`src/rtl/bus_resp_collector.sv`:
```
// Single-outstanding bus response collector: decodes req_addr[31:28] to RAM/UART/GPIO, waits for the
// selected slave strobe and returns one registered response. Define BUS_TIMEOUT_EN to add a WAIT timeout.
module bus_resp_collector #(
    parameter int unsigned TIMEOUT_CYCLES = 255
) (
    input  logic        clk,
    input  logic        rst,
    input  logic        req_valid,
    output logic        req_ready,
    input  logic        req_we,
    input  logic [31:0] req_addr,
    input  logic        rdy_ram,
    input  logic        rdy_uart,
    input  logic        rdy_gpio,
    input  logic [31:0] rdata_ram,
    input  logic [31:0] rdata_uart,
    input  logic [31:0] rdata_gpio,
    output logic        resp_valid,
    input  logic        resp_ready,
    output logic [31:0] resp_rdata,
    output logic        resp_err
);

    typedef enum logic [1:0] {
        IDLE = 2'd0,
        WAIT = 2'd1,
        RESP = 2'd2
    } state_e;

    localparam logic [3:0] REG_RAM  = 4'h1;
    localparam logic [3:0] REG_UART = 4'h2;
    localparam logic [3:0] REG_GPIO = 4'h3;

    if (TIMEOUT_CYCLES < 1 || TIMEOUT_CYCLES > 1023) begin : g_bad_timeout
        $error("TIMEOUT_CYCLES must be in 1..1023");
    end

    state_e      state_q;
    logic [3:0]  region_q;
    logic        we_q;
    logic [31:0] rdata_q;
    logic        err_q;

    logic        sel_rdy;
    logic [31:0] sel_rdata;
    logic        req_mapped;
    logic        unused_addr;

    assign unused_addr = ^req_addr[27:0];
    assign req_mapped  = (req_addr[31:28] == REG_RAM) || (req_addr[31:28] == REG_UART) ||
                         (req_addr[31:28] == REG_GPIO);

    // Only the latched slave is observed; other strobes never reach the FSM.
    always_comb begin
        sel_rdy   = 1'b0;
        sel_rdata = '0;
        case (region_q)
            REG_RAM:  begin sel_rdy = rdy_ram;  sel_rdata = rdata_ram;  end
            REG_UART: begin sel_rdy = rdy_uart; sel_rdata = rdata_uart; end
            REG_GPIO: begin sel_rdy = rdy_gpio; sel_rdata = rdata_gpio; end
            default:  begin sel_rdy = 1'b0;     sel_rdata = '0;         end
        endcase
    end

`ifdef BUS_TIMEOUT_EN
    localparam logic [9:0] TO_LAST = 10'(TIMEOUT_CYCLES - 1);
    logic [9:0] cnt_q;
`endif

    always_ff @(posedge clk or posedge rst) begin
        if (rst) begin
            state_q  <= IDLE;
            region_q <= 4'h0;
            we_q     <= 1'b0;
            rdata_q  <= '0;
            err_q    <= 1'b0;
`ifdef BUS_TIMEOUT_EN
            cnt_q    <= '0;
`endif
        end else begin
            case (state_q)
                IDLE: begin
                    if (req_valid) begin
                        region_q <= req_addr[31:28];
                        we_q     <= req_we;
`ifdef BUS_TIMEOUT_EN
                        cnt_q    <= '0;
`endif
                        if (req_mapped) begin
                            state_q <= WAIT;
                        end else begin
                            state_q <= RESP;
                            rdata_q <= '0;
                            err_q   <= 1'b1;
                        end
                    end
                end
                WAIT: begin
                    // A strobe in the limit cycle still completes normally.
                    if (sel_rdy) begin
                        state_q <= RESP;
                        err_q   <= 1'b0;
                        rdata_q <= we_q ? '0 : sel_rdata;
                    end
`ifdef BUS_TIMEOUT_EN
                    else if (cnt_q == TO_LAST) begin
                        state_q <= RESP;
                        err_q   <= 1'b1;
                        rdata_q <= '0;
                    end else begin
                        cnt_q <= cnt_q + 10'd1;
                    end
`endif
                end
                RESP: begin
                    if (resp_ready) state_q <= IDLE;
                end
                default: state_q <= IDLE;
            endcase
        end
    end

    assign req_ready  = (state_q == IDLE);
    assign resp_valid = (state_q == RESP);
    assign resp_rdata = rdata_q;
    assign resp_err   = err_q;

endmodule

```
`config.mk`:
```
export PLATFORM = sky130hd
export DESIGN_NAME = bus_resp_collector
export DESIGN_NICKNAME = d
export VERILOG_FILES = /design/src/rtl/bus_resp_collector.sv
export SDC_FILE = /design/constraint.sdc
export NUM_CORES = 1
export LEC_CHECK = 0
export ABC_CLOCK_PERIOD_IN_PS = 2100
export CORE_ASPECT_RATIO = 0.9
export CORE_MARGIN = 8
export CORE_UTILIZATION = 33
export DETAILED_ROUTE_END_ITERATION = 6
export GPL_TIMING_DRIVEN = 1
export PLACE_DENSITY = 0.77
export SLEW_MARGIN = 20
export SYNTH_ARGS = -nofsm -noshare
export SYNTH_HDL_FRONTEND = slang
export SYNTH_SLANG_ARGS = --single-unit
```
`constraint.sdc`:
```
create_clock -name clk -period 2.1 [get_ports clk]
set_input_delay 0.525 -clock clk [delete_from_list [all_inputs] [get_ports clk]]
set_output_delay 0.525 -clock clk [all_outputs]
set_load 0.01 [all_outputs]
```
### Yosys cells after proc, flatten, opt, wreduce, memory -nomap -nowiden

Cells that the tools add are included.

* register bits: 40
* bits in latches: 0
* bits in writable memories: 0
* bits in read-only memories: 0
* input bits: 136
* memories: 0

* add/subtract/negate cells: 0
* multiply operators: 0
* div/mod/pow operators: 0
* $lt $le $gt $ge: 0
* equal/unequal tests: 12
* shifts and indexed selects: 0
* multiplexer cells: 16
* bitwise gates (word level): 0
* reduce and logical (&&, ||, !) cells: 7

Operators with widths (count)
* 2-to-1 mux 32 bit: 4
* case mux 32 bit (3 select lines): 1
* case mux 32 bit (2 select lines): 1
* == test 4 x 2 -> 1 bit, second input constant: 4
* == test 4 x 1 -> 1 bit, second input constant: 2
* 2-to-1 mux 2 bit: 4
* inequality test 2 bit, second input constant: 3
* case mux 2 bit (3 select lines): 1
* AND reduction 4 bit: 1
* 2-to-1 mux 1 bit: 3
* case mux 1 bit (3 select lines): 1
* AND reduction 3 bit: 1
* == test 2 x 1 -> 1 bit, second input constant: 1
* == test 2 bit, second input constant: 1
* zero test 2 bit: 1
* logical OR 1 bit: 2
* inequality test 2 x 1 -> 1 bit, second input constant: 1
* case mux 1 bit (2 select lines): 1
* AND reduction 2 bit: 1
* nonzero test 2 bit: 1

### Longest topological paths before layout

Gate-level depths: netlist of the first run.

* word-level depth: 6
* gate-level depth with buffers: 6
* gate-level depth less buffers: 4

### Worst setup path after synthesis of the first run

Ideal clock, no wire load.

* path type: input to register
* start: input port req_valid
* end: register rdata_q[0] (netlist: resp_rdata[0])
* setup time: 75 ps
* data arrival time: 1610 ps
* required time: 2025 ps
* setup slack: 415 ps
* stages on the path: 5
* buffers on the path: 1
* cells stage by stage: nor3b_2 -> o31a_1 -> o2111ai_4 -> buf_6 -> o2bb2ai_2

* cells in the longest elaborated chain, start to end: 2

Ends and longest elaborated chain
* from (decl): RTL line 8 `input logic req_valid,`
* inequality test 2 bit (no line)
* AND reduction 4 bit (no line)
* to (signal assigned): RTL line 103 `rdata_q <= we_q ? '0 : sel_rdata;`
* to (decl): RTL line 41 `logic [31:0] rdata_q;`

No other way between the ends.
A chain may end at the register's enable or synchronous reset.

### Worst setup path after layout of the first run

* start: register state_q[0]
* end: output port resp_valid

* cells in the longest elaborated chain, start to end: 1

Ends and longest elaborated chain
* from (decl): RTL line 38 `state_e state_q;`
* from (signal assigned): RTL line 72 `state_q <= IDLE;`
* from (signal assigned): RTL line 90 `state_q <= WAIT;`
* from (signal assigned): RTL line 92 `state_q <= RESP;`
* == test 2 bit: RTL line 124 `assign resp_valid = (state_q == RESP);`
* to (decl): RTL line 18 `output logic resp_valid,`

No other way between the ends.

==> results of run 1 <==
## Yosys cell counts, types with 2 or more instances
cell type,n,share of area
dfrtp_1,40,0.41
mux2_2,34,0.16
a22oi_1,32,0.099
o2bb2ai_2,30,0.18
clkbuf_1,6,0.0092
buf_4,4,0.012
mux2_1,4,0.018
nor2_1,4,0.0062
buf_2,3,0.0062
buf_6,3,0.014
inv_1,3,0.0046
nor2b_1,2,0.0051
nor3b_2,2,0.010
o2bb2ai_1,2,0.0072
## how the worst min path moves through the flow
stage | startpoint | endpoint | slack [ps] | depth (start not counted)
global route | resp_rdata[8]$_DFFE_PP0P_ | resp_rdata[8]$_DFFE_PP0P_ | 510 | 1
detailed placement | resp_rdata[17]$_DFFE_PP0P_ | resp_rdata[17]$_DFFE_PP0P_ | 470 | 1
floorplan | we_q$_DFFE_PP0P_ | we_q$_DFFE_PP0P_ | 460 | 1
CTS | resp_rdata[16]$_DFFE_PP0P_ | resp_rdata[16]$_DFFE_PP0P_ | 500 | 1
global placement | we_q$_DFFE_PP0P_ | we_q$_DFFE_PP0P_ | 470 | 1
finish | resp_rdata[25]$_DFFE_PP0P_ | resp_rdata[25]$_DFFE_PP0P_ | 500 | 1
## flip-flops by register name, indices dropped and copies added, names as in the netlist
signal      cells
resp_err        1
state_q         2
region_q        4
resp_rdata     32
we_q            1
## power by group through the flow
stage	clock network, W	registers (W)	logic [W]
global route	0.000737	0.000951	0.00169
global placement	0	0.000948	0.00155
CTS	0.000698	0.000938	0.00160
detailed placement	0	0.000953	0.00159
finish	0.000681	0.000939	0.00156
floorplan	0	0.000926	0.00104
## layout make-up
| cell class | instances | area [sq um] | share of cell area |
|---|---|---|---|
| sequential | 40 | 1000 | 0.241 |
| clock buffer | 7 | 96.3 | 0.0232 |
| timing repair buffer | 153 | 1570 | 0.377 |
| multi-input combinational | 123 | 1340 | 0.322 |
| clock inverter | 1 | 30.0 | 0.00722 |
| inverter | 3 | 11.3 | 0.00271 |
| tap | 93 | 116 | 0.0280 |
## cell families after synthesis
group                  after synthesis  share of synthesized area
muxes                               39                      0.180
buffers and inverters               19                     0.0462
and+or+nand+nor                     14                     0.0390
DFF                                 40                      0.410
AOI/OAI and AO/OA                   70                      0.325
## worst max-delay path: cells and delay by family (launching register included)
kind                   cells  cell delay [ps]
buffers and inverters      2              600
DFF                        1              440
and+or+nand+nor            1              190
## through the flow
step           instance area [sq um]  std cells  power [W]  worst slack [ps]  hold WS [ps]
2_1_floorplan                   2440        182    0.00196               415           458
3_3_place_gp                    4030        412    0.00250             -21.0           470
3_5_place_dp                    4030        412    0.00255             -69.1           474
4_1_cts                         4160        420    0.00324              57.3           500
5_1_grt                         4160        420    0.00338              5.05           511
6_report                        4160        420    0.00318              61.8           497
## metal layers
layer,wire length [um],GRT usage
met3,675,0.0491
met1,3330,0.175
met5,0,0
met4,14,0.0259
met2,3790,0.253
==> results_dict.tcl, run 1 <==
set metrics [dict create \
    synth-edff-count 0 \
    synth_cells 182 \
    postCtsSetupRepairBufs 0 \
    ir_drop_uv 397 \
    cap_violations 0 \
    synth.avg_cell_area_sq_um 13.4 \
    cts_tree "done" \
    clockBufferDepth 2 \
    drt-initial-drc-count 36 \
    mostFrequentLayoutCells "clkdlybuf4s50_1, dfrtp_1, mux2_2" \
    cts_made_buffers 5 \
    finClkSkew_ps 11.4 \
    grt_overflow 0 \
    endpoint "resp_valid" \
    rsz0062_at_grt "false" \
    routed_wl_um 7810 \
    start_util 0.343 \
    hp-class "reg2reg" \
    drive_above_1_share 0.275 \
    post_cts_resized 0 \
    status "completed" \
    vias 2127 \
    synth-seq-cells 40 \
    utilization 0.585 \
    worstSetupStartpoint "state_q[0]$_DFFE_PP0P_" \
    ys.warnings.count 0 \
    ys_seq_area_frac 0.410 \
    grtUsageTotal 0.148 \
    io_buffers 142 \
    final_common_cell "clkdlybuf4s50_1" \
    synth_ff_type "dfrtp_1" \
    syn-num-nets 318 \
    p_clk_frac 0.214 \
    required_ps 1570 \
    clock.fmax_mhz 491 \
    grt_pass1_vias 2441 \
    die_x_um 107 \
    drc_errors 0 \
    avgRoutedWirePerCell_um 18.6 \
    slew-limit-headroom 0.529 \
    reg2reg_slack_ps 360 \
    worst-setup-path-type "reg2out" \
    nNetsFinal 462 \
    htree_levels 2 \
    period_minus_slack_ps 2040 \
    insertion_delay_ps 290 \
    antenna_found_initial 0 \
    swShare 0.344 \
    viasPerCell 5.06 \
    timing.rr.end "resp_rdata[17]$_DFFE_PP0P_" \
    period_share 0.971 \
    p_sw_w 0.00109 \
    syn_to_final_growth_pct 70.6 \
    antenna_cells 0 \
    clk_pin_slew_ps 80 \
    cellInternalPower_w 0.00209 \
    seqPwrFrac 0.295 \
    die_area_sq_mm 0.0104 \
    cp.arrival_ps 1510 \
    start_kind "register" \
    p_comb_frac 0.491 \
    rows 29 \
    core_area_sq_mm 0.00711 \
    gp_congestion 0.759 \
    hpwl_um 6360 \
    p_leak_nw 1.54 \
    postCtsHoldBufs 0 \
    path_max_fanout 5 \
    grt_pass1_wl_um 12600 \
    boundaryPins 171 \
    mappedNetlistArea_sq_mm 0.00244 \
    max_stage_delay_ps 540 \
    setup_viol 0 \
    drt_pass1_iterations 4 \
    synth.distinct_cells 27 \
    clockRootBuffer "clkbuf_8" \
    maxSlewViolCount 0 \
    end_kind "primary output" \
    tightestPinTransition_ps 702 \
    worstPathCellList "nand2b_1 -> inv_1 -> clkdlybuf4s50_1" \
    ant_nets 0 \
    ys_async_sr_fraction 1.00 \
    hold_viol 0 \
    die_y_um 97.6 \
    fin_setup_tns_ps 0 \
    cp_slowest_cell "clkdlybuf4s50_1" \
    r2r_cells 5 \
    num-fill-cells 606 \
    cts_sinks 40 \
    power.density_mw_per_mm2 765 \
    r2r-start "region_q[2]$_DFFE_PP0P_" \
    grt_max_degree 33 \
]
No activity file was read; power rests on OpenSTA's default activity.
==> run 2: changes to the inputs <==
--- a/config.mk
+++ b/config.mk
@@ -6,7 +6,7 @@
 export NUM_CORES = 1
 export LEC_CHECK = 0
 export ABC_CLOCK_PERIOD_IN_PS = 2100
-export CORE_ASPECT_RATIO = 0.9
+export CORE_ASPECT_RATIO = 0.7
 export CORE_MARGIN = 8
 export CORE_UTILIZATION = 33
 export DETAILED_ROUTE_END_ITERATION = 6
==> results_dict.tcl, run 2 (same netlist as run 1, synthesis figures left out) <==
set metrics [dict create \
    grt_pass1_wl_um 12300 \
    die_area_sq_mm 0.0104 \
    max_stage_delay_ps 520 \
    viasPerCell 4.92 \
    clock.fmax_mhz 501 \
    dp_slack_ps -60.2 \
    syn_to_final_growth_pct 69.5 \
    setup_viol 0 \
    post_cts_resized 0 \
    fin_area_sq_mm 0.00413 \
    grt_overflow 0 \
    dp.cells 419 \
    cts_made_buffers 5 \
    grt_max_degree 33 \
    period_minus_slack_ps 2000 \
    clockRootBuffer "clkbuf_8" \
    required_ps 1570 \
    nNetsFinal 464 \
    core_area_sq_mm 0.00722 \
    r2r-start "region_q[2]$_DFFE_PP0P_" \
    grt_pass1_vias 2381 \
    period_share 0.950 \
    hpwl_um 6330 \
    cp_num_cells 3 \
    postCtsSetupRepairBufs 0 \
    maxSlewViolCount 0 \
    cts_tree "done" \
    postCtsHoldBufs 0 \
    drive_above_1_share 0.274 \
    rows 26 \
    timing.rr.end "resp_rdata[16]$_DFFE_PP0P_" \
    cts_sinks 40 \
    endpoint "resp_valid" \
    ant_nets 0 \
    rsz0062_at_grt "false" \
    hp-class "reg2reg" \
    insertion_delay_ps 290 \
    drt_pass1_iterations 4 \
    cap_violations 0 \
    start_kind "register" \
    antenna_cells 0 \
    htree_levels 2 \
    p_leak_nw 1.52 \
    gp_congestion 0.766 \
    cpLargestDelayFamily "buffers and inverters" \
    boundaryPins 171 \
    worst-setup-path-type "reg2out" \
    cp_slowest_cell "clkdlybuf4s50_1" \
    drt-initial-drc-count 38 \
    reg2reg_slack_ps 360 \
    cp.arrival_ps 1470 \
    path_max_fanout 5 \
    worst_slack_ps 104 \
    hold_slack_ps 488 \
    cellInternalPower_w 0.00194 \
    grtUsageTotal 0.148 \
    p_sw_w 0.00109 \
    worstSetupStartpoint "state_q[0]$_DFFE_PP0P_" \
    start_util 0.338 \
    fin_cells 427 \
    avgRoutedWirePerCell_um 18.4 \
    antenna_found_initial 0 \
    placed_cell_area_sq_mm 0.00404 \
    p_clk_frac 0.172 \
    tightestPinTransition_ps 713 \
    clk_pin_slew_ps 70 \
    finClkSkew_ps 6.54 \
    cp.buffers_inverters 2 \
    p_total_w 0.00303 \
    slew-limit-headroom 0.522 \
    final_common_cell "clkdlybuf4s50_1" \
    worstPathCellList "nand2b_1 -> inv_1 -> clkdlybuf4s50_1" \
    hold_viol 0 \
    clockBufferDepth 2 \
    die_y_um 87.9 \
    r2r_cells 5 \
    swShare 0.358 \
    vias 2102 \
    power.density_mw_per_mm2 733 \
    ir_drop_uv 496 \
    holdPathStages 1 \
    seqPwrFrac 0.313 \
    mostFrequentLayoutCells "clkdlybuf4s50_1, dfrtp_1, mux2_2" \
    status "completed" \
    p_comb_frac 0.515 \
    io_buffers 142 \
    die_x_um 119 \
    routed_wl_um 7860 \
    largest_reg_flops 32 \
    drc_errors 0 \
    num-fill-cells 641 \
    end_kind "primary output" \
]
-- run 2: area by class of cell --
cell class	instances	area (sq um)	area share
Multi-Input combinational cell	123	1340	0.324
Tap cell	98	123	0.0297
Clock buffer	8	90.1	0.0218
Inverter	3	11.3	0.00272
Sequential cell	40	1000	0.242
Timing Repair Buffer	155	1570	0.380
-- run 2: how the worst min path moves through the flow --
stage	start	endpoint	slack, ps
6_report	resp_rdata[17]$_DFFE_PP0P_	resp_rdata[17]$_DFFE_PP0P_	490
5_1_grt	resp_rdata[3]$_DFFE_PP0P_	resp_rdata[3]$_DFFE_PP0P_	510
4_1_cts	resp_rdata[17]$_DFFE_PP0P_	resp_rdata[17]$_DFFE_PP0P_	490
3_5_place_dp	resp_rdata[17]$_DFFE_PP0P_	resp_rdata[17]$_DFFE_PP0P_	470
3_3_place_gp	we_q$_DFFE_PP0P_	we_q$_DFFE_PP0P_	470
2_1_floorplan	we_q$_DFFE_PP0P_	we_q$_DFFE_PP0P_	460
-- run 2: power groups by stage --
| stage | logic, W | clock network (W) | registers (W) |
|---|---|---|---|
| after floorplan | 0.00104 | 0 | 0.000926 |
| after global placement | 0.00155 | 0 | 0.000957 |
| after detailed placement | 0.00159 | 0 | 0.000963 |
| after CTS | 0.00160 | 0.000534 | 0.000949 |
| after global routing | 0.00168 | 0.000571 | 0.000962 |
| final | 0.00156 | 0.000520 | 0.000949 |
-- run 2: metal layers --
| layer | wire length (um) | track usage |
|---|---|---|
| met1 | 3460 | 0.178 |
| met2 | 3770 | 0.251 |
| met3 | 595 | 0.0528 |
| met4 | 42 | 0.0274 |
| met5 | 0 | 0 |
-- run 2: worst reg2reg max path, delay by kind of cell, from the launching register on --
kind | cells | cell delay (ps)
buf+inv | 1 | 210
simple gates | 1 | 450
compound gates | 3 | 550
flops | 1 | 450
-- run 2: stage by stage --
stage           util  TNS [ps]
3_5_place_dp   0.560      -862
4_1_cts        0.572         0
2_1_floorplan      -         0
3_3_place_gp   0.560      -356
5_1_grt        0.572         0
6_report       0.572         0
==> run 3: changes to the inputs <==
--- a/config.mk
+++ b/config.mk
@@ -7,7 +7,6 @@
 export LEC_CHECK = 0
 export ABC_CLOCK_PERIOD_IN_PS = 2100
 export CORE_ASPECT_RATIO = 0.7
-export CORE_MARGIN = 8
 export CORE_UTILIZATION = 33
 export DETAILED_ROUTE_END_ITERATION = 6
 export GPL_TIMING_DRIVEN = 1
==> results_dict.tcl, run 3 (same netlist as run 1, synthesis figures left out) <==
set metrics [dict create \
    postCtsHoldBufs 0 \
    slew-limit-headroom 0.697 \
    fin_area_sq_mm 0.00413 \
    drt_pass1_iterations 4 \
    hpwl_um 5140 \
    post_cts_resized 0 \
    cp.arrival_ps 1470 \
    insertion_delay_ps 280 \
    grt_busiest_layer "met2" \
    ant_nets 0 \
    cts_sinks 40 \
    maxSlewViolCount 0 \
    use_met3 0.0772 \
    final_common_cell "clkdlybuf4s50_1" \
    end_kind "primary output" \
    avgRoutedWirePerCell_um 15.9 \
    drive_above_1_share 0.273 \
    cts_made_buffers 5 \
    multi_input_area_sq_mm 0.00134 \
    holdPathStages 1 \
    r2r-start "region_q[2]$_DFFE_PP0P_" \
    p_leak_nw 1.52 \
    grt_overflow 0 \
    routed_wl_um 6690 \
    viasPerCell 4.96 \
    reg2reg_slack_ps 350 \
    start_kind "register" \
    nNetsFinal 462 \
    setup_viol 0 \
    vias 2085 \
    r2r_cells 5 \
    period_share 0.949 \
    clockBufferDepth 2 \
    drt-initial-drc-count 45 \
    cap_violations 0 \
    grt_pass1_wl_um 10800 \
    clock.fmax_mhz 502 \
    die_area_sq_mm 0.00774 \
    timing.rr.end "resp_rdata[17]$_DFFE_PP0P_" \
    htree_levels 2 \
    required_ps 1570 \
    path_max_fanout 5 \
    largest_reg_flops 32 \
    grt_use_met1 0.208 \
    io_buffers 142 \
    fin_cells 420 \
    num-fill-cells 596 \
    hold_viol 0 \
    register_area_sq_mm 0.00100 \
    cts_tree "done" \
    rows 25 \
    syn_to_final_growth_pct 69.4 \
    worst-setup-path-type "reg2out" \
    drc_errors 0 \
    placed_cell_area_sq_mm 0.00404 \
    gp_congestion 0.810 \
    mostFrequentLayoutCells "clkdlybuf4s50_1, dfrtp_1, mux2_2" \
    period_minus_slack_ps 1990 \
    boundaryPins 171 \
    core_area_sq_mm 0.00694 \
    met2_usage 0.312 \
    antenna_found_initial 0 \
    status "completed" \
    p_total_w 0.00303 \
    tightestPinTransition_ps 454 \
    grt_pass1_vias 2261 \
    clk_pin_slew_ps 80 \
    min-delay-start "resp_err$_DFFE_PP0P_" \
    power.density_mw_per_mm2 734 \
    ir_drop_uv 377 \
    grtUsageTotal 0.178 \
    postCtsSetupRepairBufs 0 \
    hold_end "resp_err$_DFFE_PP0P_" \
    start_util 0.351 \
    die_x_um 105 \
    hp-class "reg2reg" \
    grt_max_degree 41 \
    finClkSkew_ps 7.03 \
    dp.cells 413 \
    die_y_um 73.9 \
    clockRootBuffer "clkbuf_8" \
    antenna_cells 0 \
    rsz0062_at_grt "false" \
]
-- run 3: worst max-delay path by stage --
stage,startpoint,to,slack [ps],cells after the start
2_1_floorplan,req_valid,resp_rdata[0]$_DFFE_PP0P_,420,5
3_5_place_dp,req_valid,resp_rdata[17]$_DFFE_PP0P_,-80,6
6_report,state_q[0]$_DFFE_PP0P_,resp_valid,110,3
5_1_grt,state_q[0]$_DFFE_PP0P_,resp_valid,10,3
4_1_cts,state_q[0]$_DFFE_PP0P_,resp_valid,100,3
3_3_place_gp,req_valid,resp_rdata[17]$_DFFE_PP0P_,-50,6
-- run 3: power breakdown --
part,switching [W],internal [W]
Combinational,0.000730,0.000824
Clock,0.000247,0.000293
Sequential,0.0000931,0.000846
Total,0.00107,0.00196
-- run 3: cell type report --
cell class | instances | area share
Clock buffer | 7 | 0.0233
Inverter | 3 | 0.00273
Multi-Input combinational cell | 123 | 0.324
Sequential cell | 40 | 0.242
Tap cell | 94 | 0.0285
Timing Repair Buffer | 153 | 0.379
-- run 3: per-stage QoR --
step	hold WS (ps)	utilization	TNS (ps)	setup slack [ps]
global route	516	0.595	0	13.9
finish	496	0.595	0	107
floorplan	458	-	0	415
CTS	500	0.595	0	95.1
detailed placement	473	0.581	-1340	-81.5
global placement	467	0.581	-372	-48.7
-- run 3: per-layer routing --
metal / up-vias / share of wire
li1: 1009 / -
met1: 984 / 0.43
met2: 90 / 0.47
met3: 2 / 0.10
met4: 0 / 0.0021
met5: - / 0
-- run 3: critical path, cell delays in order, from the launching register on --
cell	delay (ps)
dfrtp_1	430
nand2b_1	180
inv_1	60
clkdlybuf4s50_1	520
